===== config.mk =====
export PLATFORM = sky130hd
export DESIGN_NAME = mole_round_ctrl_flat
export DESIGN_NICKNAME = d
export VERILOG_FILES = /design/src/rtl/mole_round_ctrl_if.sv /design/src/rtl/mole_round_ctrl.sv /design/src/flat_wrapper.sv
export SDC_FILE = /design/constraint.sdc
export NUM_CORES = 1
export LEC_CHECK = 0
export CAP_MARGIN = 15
export CORE_ASPECT_RATIO = 0.6
export CORE_UTILIZATION = 51
export CTS_CLUSTER_DIAMETER = 50
export DETAILED_ROUTE_END_ITERATION = 6
export MAX_ROUTING_LAYER = met4
export PLACE_DENSITY = 0.78
export SETUP_SLACK_MARGIN = 0.5
export SLEW_MARGIN = 20
export SYNTH_ARGS = -nofsm -noshare
export SYNTH_HDL_FRONTEND = slang
export SYNTH_SLANG_ARGS = --single-unit

===== constraint.sdc =====
create_clock -name clk -period 5.1 [get_ports clk]
set_input_delay 1.02 -clock clk [delete_from_list [all_inputs] [get_ports clk]]
set_output_delay 1.02 -clock clk [all_outputs]
set_load 0.03 [all_outputs]

===== src/rtl/mole_round_ctrl_if.sv =====
`default_nettype none
// +----------------------------------------------------------------------------+
// | Module      : mole_round_ctrl_if                                           |
// | Description : Control/position bundle between the top level, the RNG, the  |
// |               round scheduler and the LED activation block.                |
// | Revision    : 1.0 - initial release                                        |
// +----------------------------------------------------------------------------+
interface mole_round_ctrl_if;
  logic       start;
  logic       abort;
  logic [3:0] rng_a;
  logic [3:0] rng_b;
  logic [9:0] hit_LEDs;
  logic       LED_toggle;
  logic [3:0] rng_led;
  logic [3:0] rng_led2;
  logic [9:0] active_mask;
  logic [7:0] score;
  logic [7:0] misses;
  logic [7:0] round_idx;
  logic       busy;
  logic       done;

  modport master (
    output start, abort, rng_a, rng_b, hit_LEDs,
    input  LED_toggle, rng_led, rng_led2, active_mask,
    input  score, misses, round_idx, busy, done
  );

  modport slave (
    input  start, abort, rng_a, rng_b, hit_LEDs,
    output LED_toggle, rng_led, rng_led2, active_mask,
    output score, misses, round_idx, busy, done
  );
endinterface
`default_nettype wire


===== src/rtl/mole_round_ctrl.sv =====
`default_nettype none
// +----------------------------------------------------------------------------+
// | Module      : mole_round_ctrl                                              |
// | Description : Whack-a-mole round scheduler: timed mole windows and gaps,   |
// |               distinct clamped positions, hit scoring and miss counting.   |
// |               Optional macro EARLY_ADVANCE_EN ends a window once all moles |
// |               have been hit.                                               |
// | Revision    : 1.0 - initial release                                        |
// +----------------------------------------------------------------------------+
module mole_round_ctrl #(
  parameter int ROUND_TICKS = 50_000_000,
  parameter int GAP_TICKS   = 12_500_000,
  parameter int NUM_ROUNDS  = 20
) (
  input  wire logic         clk,
  input  wire logic         rst,
  mole_round_ctrl_if.slave  bus
);

  localparam int c_MAX_TICKS = (ROUND_TICKS > GAP_TICKS) ? ROUND_TICKS : GAP_TICKS;
  localparam int c_TW        = $clog2(c_MAX_TICKS);

  localparam logic [c_TW-1:0] c_ROUND_LOAD = c_TW'(ROUND_TICKS - 1);
  localparam logic [c_TW-1:0] c_GAP_LOAD   = c_TW'(GAP_TICKS - 1);
  localparam logic [c_TW-1:0] c_ONE        = c_TW'(1);
  localparam logic [7:0]      c_LAST_ROUND = 8'(NUM_ROUNDS);

  typedef enum logic [1:0] {
    S_IDLE   = 2'd0,
    S_ACTIVE = 2'd1,
    S_GAP    = 2'd2,
    S_DONE   = 2'd3
  } state_t;

  function automatic logic [3:0] popcount10(input logic [9:0] v);
    logic [3:0] n;
    n = 4'd0;
    for (int i = 0; i < 10; i++) n = n + {3'b000, v[i]};
    return n;
  endfunction

  function automatic logic [7:0] sat_add(input logic [7:0] a, input logic [3:0] b);
    logic [8:0] s;
    s = {1'b0, a} + {5'b00000, b};
    return s[8] ? 8'hFF : s[7:0];
  endfunction

  state_t          r_state;
  logic [c_TW-1:0] r_timer;
  logic            r_toggle;
  logic [3:0]      r_led;
  logic [3:0]      r_led2;
  logic [9:0]      r_mask;
  logic [7:0]      r_score;
  logic [7:0]      r_misses;
  logic [7:0]      r_round;
  logic            r_busy;
  logic            r_done;

  // Clamp raw RNG values to 0-9 and force B off A so both moles are distinct.
  logic [3:0] w_pa;
  logic [3:0] w_pb_raw;
  logic [3:0] w_pb;
  logic [9:0] w_load_mask;
  assign w_pa        = (bus.rng_a >= 4'd10) ? (bus.rng_a - 4'd10) : bus.rng_a;
  assign w_pb_raw    = (bus.rng_b >= 4'd10) ? (bus.rng_b - 4'd10) : bus.rng_b;
  assign w_pb        = (w_pb_raw != w_pa) ? w_pb_raw :
                       (w_pa == 4'd9)     ? 4'd0     : (w_pa + 4'd1);
  assign w_load_mask = (10'd1 << w_pa) | (10'd1 << w_pb);

  logic [9:0] w_mask_next;
  logic [7:0] w_score_next;
  logic [7:0] w_misses_next;
  logic [7:0] w_round_next;
  logic       w_timeout;
  logic       w_window_end;
  assign w_mask_next   = r_mask & ~bus.hit_LEDs;
  assign w_score_next  = sat_add(r_score, popcount10(bus.hit_LEDs & r_mask));
  assign w_misses_next = sat_add(r_misses, popcount10(w_mask_next));
  assign w_round_next  = r_round + 8'd1;
  assign w_timeout     = (r_timer == '0);
`ifdef EARLY_ADVANCE_EN
  assign w_window_end  = w_timeout || (w_mask_next == 10'd0);
`else
  assign w_window_end  = w_timeout;
`endif

  always_ff @(posedge clk) begin
    if (rst) begin
      r_state  <= S_IDLE;
      r_timer  <= '0;
      r_toggle <= 1'b0;
      r_led    <= 4'd0;
      r_led2   <= 4'd0;
      r_mask   <= 10'd0;
      r_score  <= 8'd0;
      r_misses <= 8'd0;
      r_round  <= 8'd0;
      r_busy   <= 1'b0;
      r_done   <= 1'b0;
    end else begin
      r_toggle <= 1'b0;
      if (bus.abort) begin
        // Counters are held so the aborted game can still be read out.
        r_state <= S_IDLE;
        r_mask  <= 10'd0;
        r_busy  <= 1'b0;
        r_done  <= 1'b0;
      end else begin
        case (r_state)
          S_IDLE, S_DONE: begin
            if (bus.start) begin
              r_score  <= 8'd0;
              r_misses <= 8'd0;
              r_round  <= 8'd0;
              r_led    <= w_pa;
              r_led2   <= w_pb;
              r_mask   <= w_load_mask;
              r_toggle <= 1'b1;
              r_timer  <= c_ROUND_LOAD;
              r_state  <= S_ACTIVE;
              r_busy   <= 1'b1;
              r_done   <= 1'b0;
            end
          end
          S_ACTIVE: begin
            r_score <= w_score_next;
            if (w_window_end) begin
              r_misses <= w_misses_next;
              r_mask   <= 10'd0;
              r_round  <= w_round_next;
              if (w_round_next == c_LAST_ROUND) begin
                r_state <= S_DONE;
                r_busy  <= 1'b0;
                r_done  <= 1'b1;
              end else begin
                r_state <= S_GAP;
                r_timer <= c_GAP_LOAD;
              end
            end else begin
              r_mask  <= w_mask_next;
              r_timer <= r_timer - c_ONE;
            end
          end
          S_GAP: begin
            if (w_timeout) begin
              r_led    <= w_pa;
              r_led2   <= w_pb;
              r_mask   <= w_load_mask;
              r_toggle <= 1'b1;
              r_timer  <= c_ROUND_LOAD;
              r_state  <= S_ACTIVE;
            end else begin
              r_timer <= r_timer - c_ONE;
            end
          end
          default: begin
            r_state <= S_IDLE;
            r_busy  <= 1'b0;
            r_done  <= 1'b0;
          end
        endcase
      end
    end
  end

  assign bus.LED_toggle  = r_toggle;
  assign bus.rng_led     = r_led;
  assign bus.rng_led2    = r_led2;
  assign bus.active_mask = r_mask;
  assign bus.score       = r_score;
  assign bus.misses      = r_misses;
  assign bus.round_idx   = r_round;
  assign bus.busy        = r_busy;
  assign bus.done        = r_done;

endmodule
`default_nettype wire


===== src/flat_wrapper.sv =====
// flat-port wrapper written by rule: the top's interface ports become plain ports
module mole_round_ctrl_flat 
#(
  parameter int ROUND_TICKS = 50_000_000,
  parameter int GAP_TICKS   = 12_500_000,
  parameter int NUM_ROUNDS  = 20
)
  (clk, rst, bus_start, bus_abort, bus_rng_a, bus_rng_b, bus_hit_LEDs, bus_LED_toggle, bus_rng_led, bus_rng_led2, bus_active_mask, bus_score, bus_misses, bus_round_idx, bus_busy, bus_done);
  mole_round_ctrl_if bus_i ();
  input  wire logic clk;
  input  wire logic rst;
  input wire logic [$bits(bus_i.start)-1:0] bus_start;
  input wire logic [$bits(bus_i.abort)-1:0] bus_abort;
  input wire logic [$bits(bus_i.rng_a)-1:0] bus_rng_a;
  input wire logic [$bits(bus_i.rng_b)-1:0] bus_rng_b;
  input wire logic [$bits(bus_i.hit_LEDs)-1:0] bus_hit_LEDs;
  output wire logic [$bits(bus_i.LED_toggle)-1:0] bus_LED_toggle;
  output wire logic [$bits(bus_i.rng_led)-1:0] bus_rng_led;
  output wire logic [$bits(bus_i.rng_led2)-1:0] bus_rng_led2;
  output wire logic [$bits(bus_i.active_mask)-1:0] bus_active_mask;
  output wire logic [$bits(bus_i.score)-1:0] bus_score;
  output wire logic [$bits(bus_i.misses)-1:0] bus_misses;
  output wire logic [$bits(bus_i.round_idx)-1:0] bus_round_idx;
  output wire logic [$bits(bus_i.busy)-1:0] bus_busy;
  output wire logic [$bits(bus_i.done)-1:0] bus_done;
  assign bus_i.start = bus_start;
  assign bus_i.abort = bus_abort;
  assign bus_i.rng_a = bus_rng_a;
  assign bus_i.rng_b = bus_rng_b;
  assign bus_i.hit_LEDs = bus_hit_LEDs;
  assign bus_LED_toggle = bus_i.LED_toggle;
  assign bus_rng_led = bus_i.rng_led;
  assign bus_rng_led2 = bus_i.rng_led2;
  assign bus_active_mask = bus_i.active_mask;
  assign bus_score = bus_i.score;
  assign bus_misses = bus_i.misses;
  assign bus_round_idx = bus_i.round_idx;
  assign bus_busy = bus_i.busy;
  assign bus_done = bus_i.done;
  mole_round_ctrl #(.ROUND_TICKS(ROUND_TICKS), .GAP_TICKS(GAP_TICKS), .NUM_ROUNDS(NUM_ROUNDS)) u_core (.clk(clk), .rst(rst), .bus(bus_i));
endmodule

==> qor.txt <==
Status: finished clean
Port Buffers: 66
FFs w/ async S/R, synth: 0%
Critical Path RT: 5.29 ns
Design internal power: 1.10 mW
Yosys reg bits: 73
Area taken by flip-flops and latches: 1460 sq um
Final instance area: 6580 sq um
Via count: 5377
Die Y: 80.0 um
Pin count of the biggest net entering global routing: 39
Relative slew slack: 38.9%
Die area: 10500 sq um
Synth-to-layout area growth: 27.3%
Sequential share of power: 38.5%
Cts hold-fix bufs: 0
Tot GR Track Use: 30.5%
GPL Wtd Cong: 0.956
Final #Nets: 787
Core Rows: 28
Crit path max fanout: 3
Core area: 9840 sq um
Cell Pwr Density: 242 nW/um^2
Max Freq: 202 MHz
Setup TNS: 0 ns
Max-slew violation count: 0
Post-layout util: 66.8%
Crit end category: flop
Setup Viol. Count Final: 0
GRT overflow: 0
Endpoints failing hold: 0
Layout cell share with drive strength beyond 1: 17.0%
Detailed Route Iter0 Violations: 722
Overall Power: 1.59 mW
Worst setup SP type: primary input
Post-Synthesis Cells: 656
CTS root buffer: clkbuf_16
Synth Cell Area: 5170 sq um
Critical path's most frequent cell: a21o_1
Critical Path AT: 5.15 ns
ANT nets after route: 0
Dpl cell area: 5970 sq um
Via density: 6.22
First-pass GRT wire length: 24500 um
Switching share of power: 30.5%
Commonest non-fill, non-tap cell in the layout: dfxtp_1
Clk sinks: 73
VDD IR max: 0.227 mV
Synth unique cells: 70
Main flop type after synthesis: dfxtp_1
CTS tree: done
Number of diodes: 0
CP max stage cell: fa_1
DR DRC count: 0
YS warnings: 0
Post-synth EDFFs: 0
Gate power share: 21.0%
I/O pins: 67
H-tree depth: 3
RSZ-0062 raised after global routing: yes
Die W: 132 um
Multi-input logic area: 3610 sq um
Clock Latency Late Sink: 0.34 ns
Initial antenna violation count: 0
Routed length per placed instance: 18.3 um
Leak: 2.54 nW
Mean Syn Cell Area: 7.88 sq um
Crit path kind: primary input to flop
Layout Skew: 0.00462 ns
Syn_nets: 718
Most frequent cells in the layout: dfxtp_1 (73), clkdlybuf4s50_1 (61), a21oi_1 (57)
Num CTS Buffers: 9
Max clock buf depth: 2
Clk slew on worst S/H paths: 0.06 ns
WL final: 15800 um
Clock power share: 40.5%
Tcrit/Tclk final: 97.2%
Max incr delay on CP: 0.49 ns
CP Cell Sequence: buf_8, and2_4, ha_4, inv_2, fa_1, fa_1, inv_1, fa_1, fa_2, inv_2, fa_2, inv_2, ha_4, a21o_1, a21o_1, a21o_1, a21o_1, a21oi_2, a211oi_2
Drt first pass iters: 5
Register area share after synthesis: 28.3%
Layout filler cell count: 789
Max-cap violations: 0
Initial Util: 52.5%
Vias in the first global route: 4811
Worst slew pin tran: 0.908 ns
Hold crit path type: flop to flop
CP top delay family: adder cells
Buf/Inv on CP: 5
DPL Wire Length: 10800 um
Tmin final: 4.96 ns
NetSw: 0.486 mW
[cells in the mapped netlist, types with 10 or more instances]
library cell / instances / area share (%)
dfxtp_1: 73 / 28
a21oi_1: 64 / 6.2
nor2_1: 54 / 3.9
o21ai_0: 45 / 4.4
nand2_1: 42 / 3.1
inv_1: 40 / 2.9
nor3_1: 35 / 3.4
ha_1: 26 / 6.3
clkbuf_1: 18 / 1.3
fa_1: 14 / 5.4
nand2b_1: 14 / 1.7
a211oi_1: 13 / 1.9
nand3_1: 13 / 1.3
and2_1: 12 / 1.5
buf_2: 11 / 1.1
a31oi_1: 10 / 1.2
[final timing paths]
| path | from | endpoint | slack (ns) | cells past startpoint |
|---|---|---|---|---|
| worst max-delay path | bus_hit_LEDs[1] | u_core.bus.score[5] | 0.14 | 19 |
| worst min-delay path | u_core.bus.score[0] | u_core.bus.score[0] | 0.48 | 2 |
| worst max register to register | u_core.bus.active_mask[1] | u_core.bus.score[5] | 0.58 | 18 |
| worst min register to register | u_core.bus.score[0] | u_core.bus.score[0] | 0.48 | 2 |
[flip-flops by register name, indices dropped and copies added, names as in the netlist]
register	count
u_core.bus.LED_toggle	1
u_core.bus.active_mask	10
u_core.bus.busy	1
u_core.bus.done	1
u_core.bus.misses	8
u_core.bus.rng_led	4
u_core.bus.rng_led2	4
u_core.bus.round_idx	8
u_core.bus.score	8
u_core.r_state	2
u_core.r_timer	26
[final cells by class]
cell class	instances	share of cell area, %
multi-input cells	508	55.0
flip-flops and latches	73	22.2
repair buffers	93	13.5
clock buffers	10	3.63
well taps	135	2.57
inverters	40	2.28
clock inverters	6	0.875
[logic make-up after synthesis]
| kind of cell | after synthesis | share of synthesized area, % |
|---|---|---|
| and+or+nand+nor | 247 | 25.5 |
| AOI/OAI and AO/OA | 201 | 24.7 |
| buffers and inverters | 75 | 6.10 |
| DFF | 73 | 28.3 |
| adders and majority gates | 40 | 11.7 |
| xor gates and xnor gates | 11 | 1.86 |
| muxes | 9 | 1.86 |
[power by group through the flow]
stage          logic, mW  clock network, mW  registers, mW
2_1_floorplan      0.209                  0          0.636
3_3_place_gp       0.304                  0          0.623
3_5_place_dp       0.313                  0          0.624
4_1_cts            0.321              0.651          0.612
5_1_grt            0.359              0.678          0.615
6_report           0.333              0.644          0.613
[worst reg2reg max path: stages, from the launching register on]
cell and delay, ns:
dfxtp_1 0.34, and2_4 0.16, ha_4 0.27, inv_2 0.03, fa_1 0.45, fa_1 0.49, inv_1 0.05, fa_1 0.46
fa_2 0.38, inv_2 0.08, fa_2 0.47, inv_2 0.09, ha_4 0.19, a21o_1 0.14, a21o_1 0.21, a21o_1 0.18
a21o_1 0.18, a21oi_2 0.13, a211oi_2 0.06
[layer usage]
layer	track usage [%]	up-vias	wire length [um]	part of all wire, %
li1	-	2511	-	-
met1	42.1	2548	7230	46
met2	43.3	290	6710	42
met3	7.94	28	1620	10
met4	9.07	0	246	1.6
met5	-	-	0	0
[metrics by stage]
step           hold slack (ns)  std cells  worst slack [ns]
2_1_floorplan            0.449        656             0.115
3_3_place_gp             0.462        833            -0.456
3_5_place_dp             0.469        833            -0.551
4_1_cts                  0.474        856            0.0813
5_1_grt                  0.497        865           0.00855
6_report                 0.475        865             0.144
[timing repair]
action / CTS / global route
pin swaps: 39 / 26
setup endpoints to repair: 16 / 16
resized for setup: 38 / 16
cloned: 0 / 0
setup buffers: 7 / 9
Note: power is estimated with default switching activity, not from simulation.
